==> config.mk <==
export PLATFORM = sky130hd
export DESIGN_NAME = pdm_decimator
export DESIGN_NICKNAME = d
export VERILOG_FILES = /design/src/rtl/audio_pkg.sv /design/src/rtl/cic2_decim.sv /design/src/rtl/pdm_decimator.sv
export SDC_FILE = /design/constraint.sdc
export NUM_CORES = 1
export LEC_CHECK = 0
export CORE_ASPECT_RATIO = 0.5
export CORE_MARGIN = 4
export CORE_UTILIZATION = 65
export CTS_BUF_LIST = sky130_fd_sc_hd__clkbuf_4
export CTS_CLUSTER_SIZE = 28
export DETAILED_ROUTE_END_ITERATION = 10
export PLACE_DENSITY = 0.87
export SLEW_MARGIN = 0
export SYNTH_ARGS = -nofsm -noshare
export SYNTH_HDL_FRONTEND = slang
export SYNTH_SLANG_ARGS = --single-unit
==> constraint.sdc <==
create_clock -name clk -period 9.3 [get_ports clk]
set_input_delay 1.86 -clock clk [delete_from_list [all_inputs] [get_ports clk]]
set_output_delay 1.86 -clock clk [all_outputs]
set_load 0.005 [all_outputs]
==> src/rtl/audio_pkg.sv <==
// Shared definitions for the audio capture path: FSM state encoding,
// PCM sample width, default PDM front-end constants and the CIC width helper.
package audio_pkg;

    typedef enum logic [1:0] {
        IDLE   = 2'd0,
        CLEAR  = 2'd1,
        SETTLE = 2'd2,
        RUN    = 2'd3
    } state_t;

    localparam int unsigned PCM_W       = 10;
    localparam int unsigned CLK_DIV_DEF = 100;
    localparam int unsigned DECIM_DEF   = 32;

    // Register width for a 2nd-order CIC with decimation decim: 2*log2(decim)+1.
    function automatic int unsigned cic_w(input int unsigned decim);
        return 2 * $clog2(decim) + 1;
    endfunction

endpackage : audio_pkg

==> src/rtl/cic2_decim.sv <==
// Second-order CIC decimator: two integrators at the PDM bit rate, two combs
// at the decimated rate. Modular arithmetic, wrap-around is intentional.
module cic2_decim
    import audio_pkg::*;
#(
    parameter int unsigned DECIM = DECIM_DEF,
    parameter int unsigned W     = cic_w(DECIM)
) (
    input  logic         clk,
    input  logic         rst_n,
    input  logic         clear,
    input  logic         bit_tick,
    input  logic         bit_in,
    output logic [W-1:0] raw,
    output logic         raw_valid
);

    localparam int unsigned L = $clog2(DECIM);

    logic [W-1:0] i1;
    logic [W-1:0] i2;
    logic [W-1:0] i2_d;
    logic [W-1:0] c1_d;
    logic [L-1:0] bit_cnt;

    logic [W-1:0] i1_c;
    logic [W-1:0] i2_c;
    logic [W-1:0] c1_c;
    logic [W-1:0] c2_c;

    // Combs see the integrator values including the block-completing bit,
    // so the result is ready one clock after that bit tick.
    always_comb begin
        i1_c = i1 + W'(bit_in);
        i2_c = i2 + i1_c;
        c1_c = i2_c - i2_d;
        c2_c = c1_c - c1_d;
    end

    always_ff @(posedge clk or negedge rst_n) begin
        if (!rst_n) begin
            i1        <= '0;
            i2        <= '0;
            i2_d      <= '0;
            c1_d      <= '0;
            bit_cnt   <= '0;
            raw       <= '0;
            raw_valid <= 1'b0;
        end else if (clear) begin
            i1        <= '0;
            i2        <= '0;
            i2_d      <= '0;
            c1_d      <= '0;
            bit_cnt   <= '0;
            raw       <= '0;
            raw_valid <= 1'b0;
        end else begin
            raw_valid <= 1'b0;
            if (bit_tick) begin
                i1      <= i1_c;
                i2      <= i2_c;
                bit_cnt <= bit_cnt + L'(1);
                if (bit_cnt == L'(DECIM - 1)) begin
                    i2_d      <= i2_c;
                    c1_d      <= c1_c;
                    raw       <= c2_c;
                    raw_valid <= 1'b1;
                end
            end
        end
    end

endmodule : cic2_decim

==> src/rtl/pdm_decimator.sv <==
// PDM microphone front-end: mic clock divider, capture FSM, CIC decimation and
// output scaling. Define PDM_DC_BLOCK_EN to add the running-mean DC blocker.
module pdm_decimator
    import audio_pkg::*;
#(
    parameter int unsigned CLK_DIV  = CLK_DIV_DEF,
    parameter int unsigned DECIM    = DECIM_DEF,
    parameter int unsigned OUT_W    = PCM_W,
    parameter int unsigned SETTLE_N = 2
) (
    input  logic             clk,
    input  logic             rst_n,
    input  logic             enable,
    input  logic             micData,
    output logic             micClk,
    output logic             micLRSel,
    output logic [OUT_W-1:0] pcm_data,
    output logic             pcm_valid,
    output logic             busy
);

    localparam int unsigned L     = $clog2(DECIM);
    localparam int unsigned W     = cic_w(DECIM);
    localparam int unsigned SHIFT = 2 * L - OUT_W;
    localparam int unsigned HALF  = CLK_DIV / 2;
    localparam int unsigned DIV_W = $clog2(CLK_DIV);
    localparam int unsigned SET_W = (SETTLE_N < 1) ? 1 : $clog2(SETTLE_N + 1);
    localparam logic [OUT_W-1:0] PCM_MAX = '1;

    state_t           state;
    state_t           state_nxt;
    logic [DIV_W-1:0] div_cnt;
    logic [DIV_W-1:0] div_nxt;
    logic [SET_W-1:0] settle_cnt;
    logic [SET_W-1:0] settle_nxt;

    logic             bit_tick_c;
    logic             emit_c;
    logic [W-1:0]     raw;
    logic             raw_valid;
    logic [W-1:0]     shifted_c;
    logic [OUT_W-1:0] scaled_c;

    assign micLRSel = 1'b0;

    // Next-state, divider and settle-count logic.
    always_comb begin
        state_nxt  = state;
        div_nxt    = div_cnt;
        settle_nxt = settle_cnt;
        emit_c     = 1'b0;

        if (state != IDLE)
            div_nxt = (div_cnt == DIV_W'(CLK_DIV - 1)) ? '0 : div_cnt + DIV_W'(1);

        case (state)
            IDLE: begin
                div_nxt = '0;
                if (enable)
                    state_nxt = CLEAR;
            end
            CLEAR: begin
                settle_nxt = '0;
                state_nxt  = SETTLE;
            end
            SETTLE: begin
                if (settle_cnt == SET_W'(SETTLE_N))
                    state_nxt = RUN;
                else if (raw_valid)
                    settle_nxt = settle_cnt + SET_W'(1);
            end
            RUN: begin
                emit_c = raw_valid;
            end
            default: state_nxt = IDLE;
        endcase

        // Disable wins everywhere and drops anything in flight.
        if (state != IDLE && !enable) begin
            state_nxt = IDLE;
            emit_c    = 1'b0;
        end
        if (state_nxt == IDLE)
            div_nxt = '0;
    end

    always_ff @(posedge clk or negedge rst_n) begin
        if (!rst_n) begin
            state      <= IDLE;
            div_cnt    <= '0;
            settle_cnt <= '0;
            micClk     <= 1'b0;
            busy       <= 1'b0;
        end else begin
            state      <= state_nxt;
            div_cnt    <= div_nxt;
            settle_cnt <= settle_nxt;
            micClk     <= (state_nxt != IDLE) && (div_nxt < DIV_W'(HALF));
            busy       <= (state_nxt != IDLE);
        end
    end

    // Sample micData at the end of the mic clock high phase.
    assign bit_tick_c = ((state == SETTLE) || (state == RUN)) && (div_cnt == DIV_W'(HALF - 1));

    cic2_decim #(
        .DECIM (DECIM),
        .W     (W)
    ) u_cic (
        .clk       (clk),
        .rst_n     (rst_n),
        .clear     (state == CLEAR),
        .bit_tick  (bit_tick_c),
        .bit_in    (micData),
        .raw       (raw),
        .raw_valid (raw_valid)
    );

    // Full-scale input gives DECIM^2, one past the top code, hence the clamp.
    always_comb begin
        shifted_c = raw >> SHIFT;
        scaled_c  = (shifted_c > W'(PCM_MAX)) ? PCM_MAX : shifted_c[OUT_W-1:0];
    end

`ifdef PDM_DC_BLOCK_EN
    localparam int unsigned A_W = OUT_W + 2;
    localparam logic signed [A_W-1:0] AVG_INIT  = A_W'(2 ** (OUT_W - 1));
    localparam logic signed [A_W-1:0] PCM_MAX_S = A_W'(2 ** OUT_W - 1);

    logic signed [A_W-1:0] avg;
    logic [OUT_W-1:0]      sc_q;
    logic                  sc_emit;
    logic                  sc_upd;
    logic                  upd_c;
    logic                  live_c;
    logic signed [A_W-1:0] diff_c;
    logic signed [A_W-1:0] dc_out_c;
    logic [OUT_W-1:0]      dc_pcm_c;

    assign upd_c  = raw_valid && enable && ((state == SETTLE) || (state == RUN));
    assign live_c = enable && (state != IDLE);

    always_comb begin
        diff_c   = $signed({2'b00, sc_q}) - avg;
        dc_out_c = diff_c + AVG_INIT;
        if (dc_out_c < 0)
            dc_pcm_c = '0;
        else if (dc_out_c > PCM_MAX_S)
            dc_pcm_c = PCM_MAX;
        else
            dc_pcm_c = dc_out_c[OUT_W-1:0];
    end

    // Extra stage: scaled sample, then mean removal and mean update.
    always_ff @(posedge clk or negedge rst_n) begin
        if (!rst_n) begin
            avg       <= AVG_INIT;
            sc_q      <= '0;
            sc_emit   <= 1'b0;
            sc_upd    <= 1'b0;
            pcm_valid <= 1'b0;
            pcm_data  <= '0;
        end else begin
            sc_emit   <= emit_c;
            sc_upd    <= upd_c;
            if (raw_valid)
                sc_q <= scaled_c;
            if (state == CLEAR)
                avg <= AVG_INIT;
            else if (sc_upd && live_c)
                avg <= avg + (diff_c >>> 6);
            pcm_valid <= sc_emit && live_c;
            if (sc_emit && live_c)
                pcm_data <= dc_pcm_c;
        end
    end
`else
    always_ff @(posedge clk or negedge rst_n) begin
        if (!rst_n) begin
            pcm_valid <= 1'b0;
            pcm_data  <= '0;
        end else begin
            pcm_valid <= emit_c;
            if (emit_c)
                pcm_data <= scaled_c;
        end
    end
`endif

endmodule : pdm_decimator

==> reports/metrics.cfg, run 1 <==
[synth]
syn_inst=573
ys_ff_latch=85
ys_warn_count=0
synth_edf_count=0
synth_nets=618
synthesis.area_mm2=0.00511
synth_async_sr_flop_share=1.00
synth_flop_cell=dfrtp_1
synth_area_per_cell_um2=8.92
ys_seq_area_frac=0.416
synthDistinctLibCells=59

[clocking]
cts_tree=done
cts_resized=0
hold_buffers=0
cts_buffers=9
cts-root-buf=clkbuf_4
clock-sinks=85
clkSlewWorstSetupHoldPaths_ns=0.12
clock_latency_ns=0.46
htreeDepth=3
clockBufferDepth=2
cts_setup_buffers=0

[floorplan]
die_width_um=133
core_mm2=0.00749
die_h_um=70.7
num_rows=22
ios=18
initial_core_util=0.682
die_area_mm2=0.00943

[placement]
place_congestion=0.886
place_area_mm2=0.00531
io_buffers=16
hpwl_mm=7.19
place_inst=672

[sta]
setup_viol=0
slew_violations=0
slew_headroom=0.386
period_minus_slack_ns=6.25
setup_tns_ns=0
rsz0062_at_grt=false
min_period_over_period=0.672
worst_pin_slew_ns=0.921
fmax_ghz=0.160
holdWs_ns=0.496
hold_viol=0
clock-skew-final_ns=0.0162

[pwr]
p_leak_nw=2.52
comb_power_share=0.053
share_seq_of_total_power=0.611
p_clk_frac=0.337
p_switching_mw=0.151
ir_drop_mv=0.0811
p_int_mw=0.463
swShare=0.246
cellPowerDensity_mw_per_mm2=113

[global_route]
grt_pass1_vias=3709
antenna_found_initial=0
grt_first_pass_wirelength_mm=17.9
grt-ovfl-total=0
grt_max_degree=74
grt_use_total=0.236

[setup_path]
required_ns=9.68
start_kind=primary input
crit_arrival_ns=6.63
crit_top_cell=ha_1
crit_family=compound AO/OA/AOI/OAI gates
cp-end-kind=flip-flop
crit_path_max_incr_delay_ns=0.49
crit_buf_inv=1
path_cells=clkdlybuf4s50_1 -> ha_1 -> ha_1 -> xor2_1 -> ha_1 -> nor2b_1 -> o31a_1 -> o21ai_2 -> nor3b_1 -> nor2_1 -> ha_1 -> or3_1 -> o22a_1 -> o31a_1 -> a31oi_1 -> xnor2_1 -> ha_1 -> a21o_1 -> a31oi_1 -> xnor2_1 -> xnor3_1 -> o21ai_1
cpMaxStageDelayCell=clkdlybuf4s50_1
reg2reg_depth=21
cp_num_cells=22
worstSetupPathType=primary input to flip-flop
crit_fanout=5

[job]
cap_violations=0

[cells_and_area]
final_core_util=0.725
antenna_cells=0
design_area_mm2=0.00543
area_delta_synth_final_pct=6.22
finalNonFillerCells=686
fin_nets=620
drive_gt1_frac=0.0536

[min_path]
hold_path.class=flip-flop to flip-flop
holdPathStages=2

[route]
drt_iter0_markers=363
drt-pass1-iter-count=5
via_count=4032
routed_wl_mm=10.2
drc_errors=0
routed_via_density=5.88
final_antenna_net_count=0
wl_per_cell_um=14.9

[status]
status=finished, final reports clean

==> cells in the final DEF, fill, tap and decap left out, types with 3 or more instances in the layout <==
master,netlist,layout
xnor2_1,18,18
o31a_1,4,4
nand4_1,5,5
nand2b_1,5,5
clkdlybuf4s50_1,0,15
dfrtp_1,85,85
o21ai_0,26,26
and3_1,6,6
nand3_1,45,45
o21ai_1,18,18
inv_1,40,40
a31oi_1,3,3
a21oi_1,20,20
nand2_1,76,76
xor2_1,14,14
clkbuf_4,0,11
nor2_1,42,42
a211oi_1,3,3
fa_1,3,3
a21o_1,6,6
nor3b_1,6,6
buf_4,1,5
nor2b_1,6,6
o31ai_1,13,13
o21a_1,6,6
nor3_1,14,14
ha_1,38,38
a311oi_1,3,3
==> worst min-delay path: stages (launching register included) <==
cell and delay, ns:
dfrtp_1 0.36, nand2_1 0.05, o21ai_0 0.06
==> synthesized netlist by cell type, types with 3 or more instances <==
library cell	n	area share
nor2_1	42	0.031
o21ai_0	26	0.025
a21oi_1	20	0.020
nor2b_1	6	0.0073
o31a_1	4	0.0069
nand2_1	76	0.056
nor3_1	14	0.014
dfrtp_1	85	0.42
ha_1	38	0.093
a311oi_1	3	0.0051
o31ai_1	13	0.019
a211oi_1	3	0.0044
a21o_1	6	0.0088
and3_1	6	0.0073
o21a_1	6	0.0088
nor3b_1	6	0.0088
nand2b_1	5	0.0061
xnor2_1	18	0.031
inv_1	40	0.029
o21ai_1	18	0.018
xor2_1	14	0.024
fa_1	3	0.012
nand3_1	45	0.044
a31oi_1	3	0.0037
clkbuf_1	20	0.015
buf_2	5	0.0049
nand4_1	5	0.0061
==> state kept, by name (all words and copies together), names as in the netlist <==
name	count
pcm_valid	1
u_cic.i1	11
u_cic.raw_valid	1
settle_cnt	2
busy	1
u_cic.i2	11
u_cic.i2_d	11
u_cic.c1_d	11
u_cic.bit_cnt	5
pcm_data	10
div_cnt	7
u_cic.raw	11
state	2
micClk	1
==> metal layers <==
metal	GRT usage	routed length, µm	vias up
met5	0	0	-
met4	0.0673	187	0
met3	0.0661	556	18
met2	0.344	4440	84
met1	0.348	5020	1951
li1	-	-	1979
==> per-stage QoR <==
stage / power, mW / worst slack [ns]
after floorplan: 0.398 / 3.39
after global placement: 0.414 / 2.70
after detailed placement: 0.414 / 2.61
after CTS: 0.616 / 3.07
after global routing: 0.638 / 2.67
final: 0.614 / 3.05
==> cells by family after synthesis <==
group / count (synthesis) / share of synthesized area
and+or+nand+nor: 220 / 0.204
AOI/OAI and AO/OA: 121 / 0.154
DFF: 85 / 0.416
buffers and inverters: 71 / 0.0556
adders and majority gates: 41 / 0.105
xor gates and xnor gates: 34 / 0.0639
other: 1 / 0.000734
==> worst paths after layout <==
path | start | endpoint | slack [ns]
max in group asynchronous | rst_n | u_cic.c1_d[9] | 6.95
max | micData | u_cic.raw[10] | 3.05
min | pcm_data[1] | pcm_data[1] | 0.50
max reg2reg | u_cic.i1[0] | u_cic.raw[10] | 4.49
min reg2reg | pcm_data[1] | pcm_data[1] | 0.50
min in group asynchronous | rst_n | pcm_data[9] | 1.22
==> cell type report <==
cell class | count | area [µm²]
multi-input combinational | 417 | 2700
timing repair buffer | 20 | 188
inverter | 42 | 158
clock buffer | 11 | 82.6
clock inverter | 3 | 38.8
tap | 108 | 135
sequential | 85 | 2130
fill | 586 | 2060
==> power groups by stage <==
stage	logic (mW)	clock network, mW	registers, mW
after floorplan	0.0171	0	0.381
after global placement	0.0321	0	0.382
after detailed placement	0.0325	0	0.382
after CTS	0.0324	0.209	0.375
after global routing	0.0361	0.227	0.375
final	0.0324	0.207	0.375
Power figures use the tool's default switching activity.
==> inputs of run 2 (changes only) <==
--- a/config.mk
+++ b/config.mk
@@ -7,11 +7,11 @@
 export LEC_CHECK = 0
 export CORE_ASPECT_RATIO = 0.5
 export CORE_MARGIN = 4
-export CORE_UTILIZATION = 65
+export CORE_UTILIZATION = 64
 export CTS_BUF_LIST = sky130_fd_sc_hd__clkbuf_4
 export CTS_CLUSTER_SIZE = 28
 export DETAILED_ROUTE_END_ITERATION = 10
-export PLACE_DENSITY = 0.87
+export PLACE_DENSITY = 0.86
 export SLEW_MARGIN = 0
 export SYNTH_ARGS = -nofsm -noshare
 export SYNTH_HDL_FRONTEND = slang
==> constraint.sdc (replaced) <==
create_clock -name clk -period 6.13 [get_ports clk]
set_input_delay 1.226 -clock clk [delete_from_list [all_inputs] [get_ports clk]]
set_output_delay 1.226 -clock clk [all_outputs]
set_load 0.005 [all_outputs]
==> reports/metrics.cfg, run 2 (same netlist as run 1, synthesis figures left out) <==
[global_route]
antenna_found_initial=0  ; unchanged
grt_first_pass_wirelength_mm=18.2  ; +1.5%
grt_pass1_vias=3908  ; +5.4%
grt_max_degree=71  ; -4.1%
grt-ovfl-total=0  ; unchanged
grt_use_total=0.237  ; +0.00142

[setup_path]
worstReg2RegStart=u_cic.i1[0]
endpoint=u_cic.raw[10]
start_kind=primary input
rrSetupSlack_ns=1.26  ; -3.23 ns
cp-startpoint=micData
cp-end-kind=flip-flop
crit_fanout=4  ; -1
rr_endpoint=u_cic.raw[10]
worstSetupPathType=primary input to flip-flop
reg2reg_depth=22  ; +4.8%
crit_arrival_ns=6.07  ; -0.56 ns
required_ns=6.50  ; -3.18 ns

[placement]
dp_slack_ns=0.0284  ; -2.58 ns
place_congestion=0.905  ; +2.1%
io_buffers=16  ; unchanged
hpwl_mm=7.40  ; +2.9%

[cells_and_area]
layout_commonest_cell=dfrtp_1
area_delta_synth_final_pct=6.88
final_cell_mix=85 x dfrtp_1, 76 x nand2_1, 45 x nand3_1, 42 x nor2_1, 40 x inv_1
antenna_cells=0  ; unchanged
drive_gt1_frac=0.0619  ; +0.00822
fin_nets=623  ; +0.48%
fillerInstances=567  ; -3.2%

[clocking]
clock_latency_ns=0.45  ; about the same
clockBufferDepth=2  ; unchanged
cts_setup_buffers=0  ; unchanged
cts_resized=0  ; unchanged
cts_buffers=9  ; unchanged
hold_buffers=0  ; unchanged
cts_tree=done
cts-root-buf=clkbuf_4
clock-sinks=85  ; unchanged
clkSlewWorstSetupHoldPaths_ns=0.12  ; about the same
htreeDepth=3  ; unchanged

[route]
drt_iter0_markers=245  ; -33%
drt-pass1-iter-count=5  ; unchanged
routed_wl_mm=10.6  ; +4.2%
routed_via_density=5.89  ; +0.23%
via_count=4065  ; +0.82%
wl_per_cell_um=15.4  ; +3.6%
drc_errors=0  ; unchanged
final_antenna_net_count=0  ; unchanged

[pwr]
power_mw=0.943  ; +54%
p_int_mw=0.705  ; +52%
p_leak_nw=2.54  ; +0.60%
cellPowerDensity_mw_per_mm2=173  ; +53%
share_seq_of_total_power=0.603  ; -0.008
ir_drop_mv=0.173  ; +110%
p_switching_mw=0.237  ; +57%
p_clk_frac=0.344  ; +0.007
comb_power_share=0.053  ; about the same
swShare=0.252  ; +0.00568

[sta]
slew_violations=0  ; unchanged
hold_viol=0  ; unchanged
rsz0062_at_grt=false
min_period_over_period=0.930
clock-skew-final_ns=0.0161  ; -0.0000446 ns
setup_viol=0  ; unchanged
fin_ws_ns=0.430  ; -2.62 ns
worst_pin_slew_ns=0.870  ; -0.0513 ns
fmax_ghz=0.175
period_minus_slack_ns=5.70
setup_tns_ns=0  ; unchanged
holdWs_ns=0.498  ; +0.00165 ns
slew_headroom=0.420  ; +0.0342

[floorplan]
die_area_mm2=0.00956  ; +1.4%
num_rows=22  ; unchanged
ios=18  ; unchanged
initial_core_util=0.677  ; -0.00498
core_mm2=0.00754  ; +0.74%
die_width_um=134  ; +0.73%
die_h_um=71.2  ; +0.69%

[job]
cap_violations=0  ; unchanged

[status]
status=finished, final reports clean

[min_path]
hold_path.class=flip-flop to flip-flop

[run 2: cell count changes in the layout (fill, tap and decap cells not counted), sizes merged]
cell / delta
buf: +3
clkinv: -1
clkinvlp: +2
[run 2: critical path: stages]
cell and delay (ns):
clkdlybuf4s50_1 0.50, ha_1 0.20, ha_1 0.21, nand3_2 0.12, xnor2_1 0.27, ha_1 0.33
o21a_1 0.12, o31a_1 0.12, o21ai_2 0.18, nor3b_1 0.21, nor2_1 0.10, ha_1 0.23
or3_1 0.37, o22a_1 0.20, o31a_1 0.13, xor2_1 0.23, ha_1 0.31, o21ai_0 0.09
nand2b_1 0.09, and2_1 0.18, a31oi_1 0.20, xnor2_1 0.15, xnor3_1 0.22, o21ai_1 0.12
[run 2: metal layers]
metal	global-route usage	part of all wire	vias up
met5	0	0	-
met1	0.334	0.48	1958
li1	-	-	1981
met2	0.375	0.46	106
met4	0.0553	0.013	0
met3	0.0604	0.052	20
[run 2: how the worst min path moves through the flow]
stage	startpoint	end	cells past startpoint
after global placement	pcm_data[9]	pcm_data[9]	2
final	pcm_data[9]	pcm_data[9]	2
after CTS	pcm_data[4]	pcm_data[4]	2
after detailed placement	pcm_data[6]	pcm_data[6]	2
after floorplan	u_cic.bit_cnt[2]	u_cic.bit_cnt[2]	1
after global routing	pcm_data[4]	pcm_data[4]	2
[run 2: layout make-up]
type / instances / area [µm²] / share of cell area
multi-input combinational: 417 / 2700 / 0.494
sequential: 85 / 2130 / 0.390
timing repair buffer: 23 / 210 / 0.0385
tap: 108 / 135 / 0.0247
clock buffer: 11 / 82.6 / 0.0151
clock inverter: 4 / 50.0 / 0.00917
inverter: 42 / 158 / 0.0289
[run 2: power groups by stage]
stage               logic, mW  registers, mW  clock network, mW
finish                 0.0498          0.569              0.324
global route           0.0543          0.569              0.356
CTS                    0.0500          0.569              0.329
detailed placement     0.0497          0.579                  0
global placement       0.0485          0.579                  0
floorplan              0.0259          0.577                  0
[run 2: metrics by stage]
stage	utilization	area, µm²	cells
6_report	0.724	5460	690
5_1_grt	0.724	5460	690
4_1_cts	0.724	5460	690
3_5_place_dp	0.706	5330	675
3_3_place_gp	0.706	5330	675
2_1_floorplan	-	5110	573
==> inputs of run 3 (changes only) <==
--- a/config.mk
+++ b/config.mk
@@ -5,7 +5,6 @@
 export SDC_FILE = /design/constraint.sdc
 export NUM_CORES = 1
 export LEC_CHECK = 0
-export CORE_ASPECT_RATIO = 0.5
 export CORE_MARGIN = 4
 export CORE_UTILIZATION = 64
 export CTS_BUF_LIST = sky130_fd_sc_hd__clkbuf_4
==> reports/metrics.cfg, run 3 (same netlist as run 1, synthesis figures left out) <==
[status]
status=finished, final reports clean

[setup_path]
required_ns=6.50  ; about the same
crit_fanout=4  ; unchanged
worstSetupPathType=primary input to flip-flop
cp-end-kind=flip-flop
path_cells=clkdlybuf4s50_1 -> ha_1 -> ha_1 -> xor2_1 -> ha_1 -> nor2b_1 -> o31a_1 -> o21ai_2 -> nor3b_1 -> nor2_1 -> ha_1 -> or3_1 -> o22a_1 -> o31a_1 -> xor2_1 -> ha_1 -> o21ai_0 -> nand2b_1 -> and2_1 -> a31oi_1 -> xnor2_1 -> xnor3_1 -> o21ai_1
crit_path_max_incr_delay_ns=0.49  ; about the same
crit_top_cell=ha_1
start_kind=primary input
cpMaxStageDelayCell=clkdlybuf4s50_1
crit_arrival_ns=6.11  ; +0.04 ns

[placement]
dp_slack_ns=-0.0435  ; -0.0719 ns
hpwl_mm=7.69  ; +3.9%
place_area_mm2=0.00530  ; -0.56%
place_inst=666  ; -1.3%
place_congestion=0.882  ; -2.5%
io_buffers=16  ; unchanged

[sta]
hold_viol=0  ; unchanged
fin_ws_ns=0.385  ; -0.0448 ns
rsz0062_at_grt=false
period_minus_slack_ns=5.74  ; +0.0448 ns
setup_viol=0  ; unchanged
slew_violations=0  ; unchanged
holdWs_ns=0.498  ; -0.0000390 ns
worst_pin_slew_ns=1.07  ; +0.197 ns
clock-skew-final_ns=0.0258  ; +0.00972 ns
slew_headroom=0.289  ; -0.131
min_period_over_period=0.937  ; +0.00730
fmax_ghz=0.174  ; -0.78%

[clocking]
clock_latency_ns=0.45  ; about the same
cts-root-buf=clkbuf_4
cts_resized=0  ; unchanged
cts_tree=done
clockBufferDepth=2  ; unchanged
htreeDepth=3  ; unchanged
cts_buffers=9  ; unchanged
cts_setup_buffers=0  ; unchanged
clock-sinks=85  ; unchanged
clkSlewWorstSetupHoldPaths_ns=0.14  ; +0.02 ns
hold_buffers=0  ; unchanged

[route]
drt_iter0_markers=199  ; -19%
drt-pass1-iter-count=5  ; unchanged
via_count=4069  ; +0.098%
routed_wl_mm=10.8  ; +1.9%
wl_per_cell_um=15.9  ; +3.1%
drc_errors=0  ; unchanged
final_antenna_net_count=0  ; unchanged
routed_via_density=5.97  ; +1.3%

[global_route]
grt_max_degree=86  ; +21%
grt_use_total=0.241  ; +0.00357
grt-ovfl-total=0  ; unchanged
grt_first_pass_wirelength_mm=19.0  ; +4.1%
grt_pass1_vias=4080  ; +4.4%
antenna_found_initial=0  ; unchanged

[job]
cap_violations=0  ; unchanged

[cells_and_area]
finalNonFillerCells=682  ; -1.2%
drive_gt1_frac=0.0586  ; -0.00323
layout_commonest_cell=dfrtp_1
area_delta_synth_final_pct=7.08
final_cell_mix=85 x dfrtp_1, 76 x nand2_1, 45 x nand3_1, 42 x nor2_1, 40 x inv_1
fin_nets=620  ; -0.48%
antenna_cells=0  ; unchanged
design_area_mm2=0.00547  ; +0.18%

[pwr]
ir_drop_mv=0.126  ; -27%
cellPowerDensity_mw_per_mm2=183  ; +6.0%
p_leak_nw=2.54  ; +0.17%

[floorplan]
num_rows=32  ; +45%
die_area_mm2=0.00948  ; -0.90%
core_mm2=0.00773  ; +2.5%
initial_core_util=0.661  ; -0.0162
die_width_um=97.3  ; -28%
die_h_um=97.3  ; +37%
ios=18  ; unchanged

[min_path]
hold_path.class=flip-flop to flip-flop

==> run 3: path summary, 6_finish.rpt <==
| path | startpoint | to | slack, ns | cells after the start |
|---|---|---|---|---|
| max | micData | u_cic.raw[10] | 0.39 | 23 |
| min | u_cic.bit_cnt[2] | u_cic.bit_cnt[2] | 0.50 | 1 |
| max reg2reg | u_cic.i1[0] | u_cic.raw[10] | 1.20 | 22 |
| min reg2reg | u_cic.bit_cnt[2] | u_cic.bit_cnt[2] | 0.50 | 1 |
| max in group asynchronous | rst_n | u_cic.i2[6] | 4.48 | 1 |
| min in group asynchronous | rst_n | div_cnt[6] | 0.93 | 1 |
==> run 3: worst max-delay path, delay by kind of cell <==
family | cells | cell delay (ns)
adders and majority gates | 5 | 1.26
buffers and inverters | 1 | 0.49
AOI/OAI and AO/OA | 7 | 1.18
and+or+nand+nor | 6 | 1.11
xor gates and xnor gates | 4 | 0.83
==> run 3: per-stage QoR <==
step / utilization / power (mW) / setup TNS (ns)
2_1_floorplan: - / 0.603 / 0
3_3_place_gp: 0.686 / 0.626 / 0
3_5_place_dp: 0.686 / 0.628 / -0.0435
4_1_cts: 0.708 / 1.01 / 0
5_1_grt: 0.708 / 1.04 / 0
6_report: 0.708 / 1.00 / 0
==> run 3: cell type report <==
type,count,area [µm²]
Clock buffer,9,67.6
Clock inverter,7,105
Fill cell,589,2260
Inverter,42,158
Multi-Input combinational cell,417,2700
Sequential cell,85,2130
Tap cell,102,128
Timing Repair Buffer,20,188
==> run 3: per-layer routing <==
metal | part of all wire | GRT usage
met2 | 0.52 | 0.414
met3 | 0.036 | 0.0474
met5 | 0 | 0
met1 | 0.43 | 0.314
met4 | 0.016 | 0.0618
==> run 3: power by group <==
group	leakage, nW	internal (mW)	switching (mW)
registers	1.18	0.564	0.00453
clock network	0.0891	0.172	0.212
logic	1.27	0.0103	0.0380
total	2.54	0.746	0.255
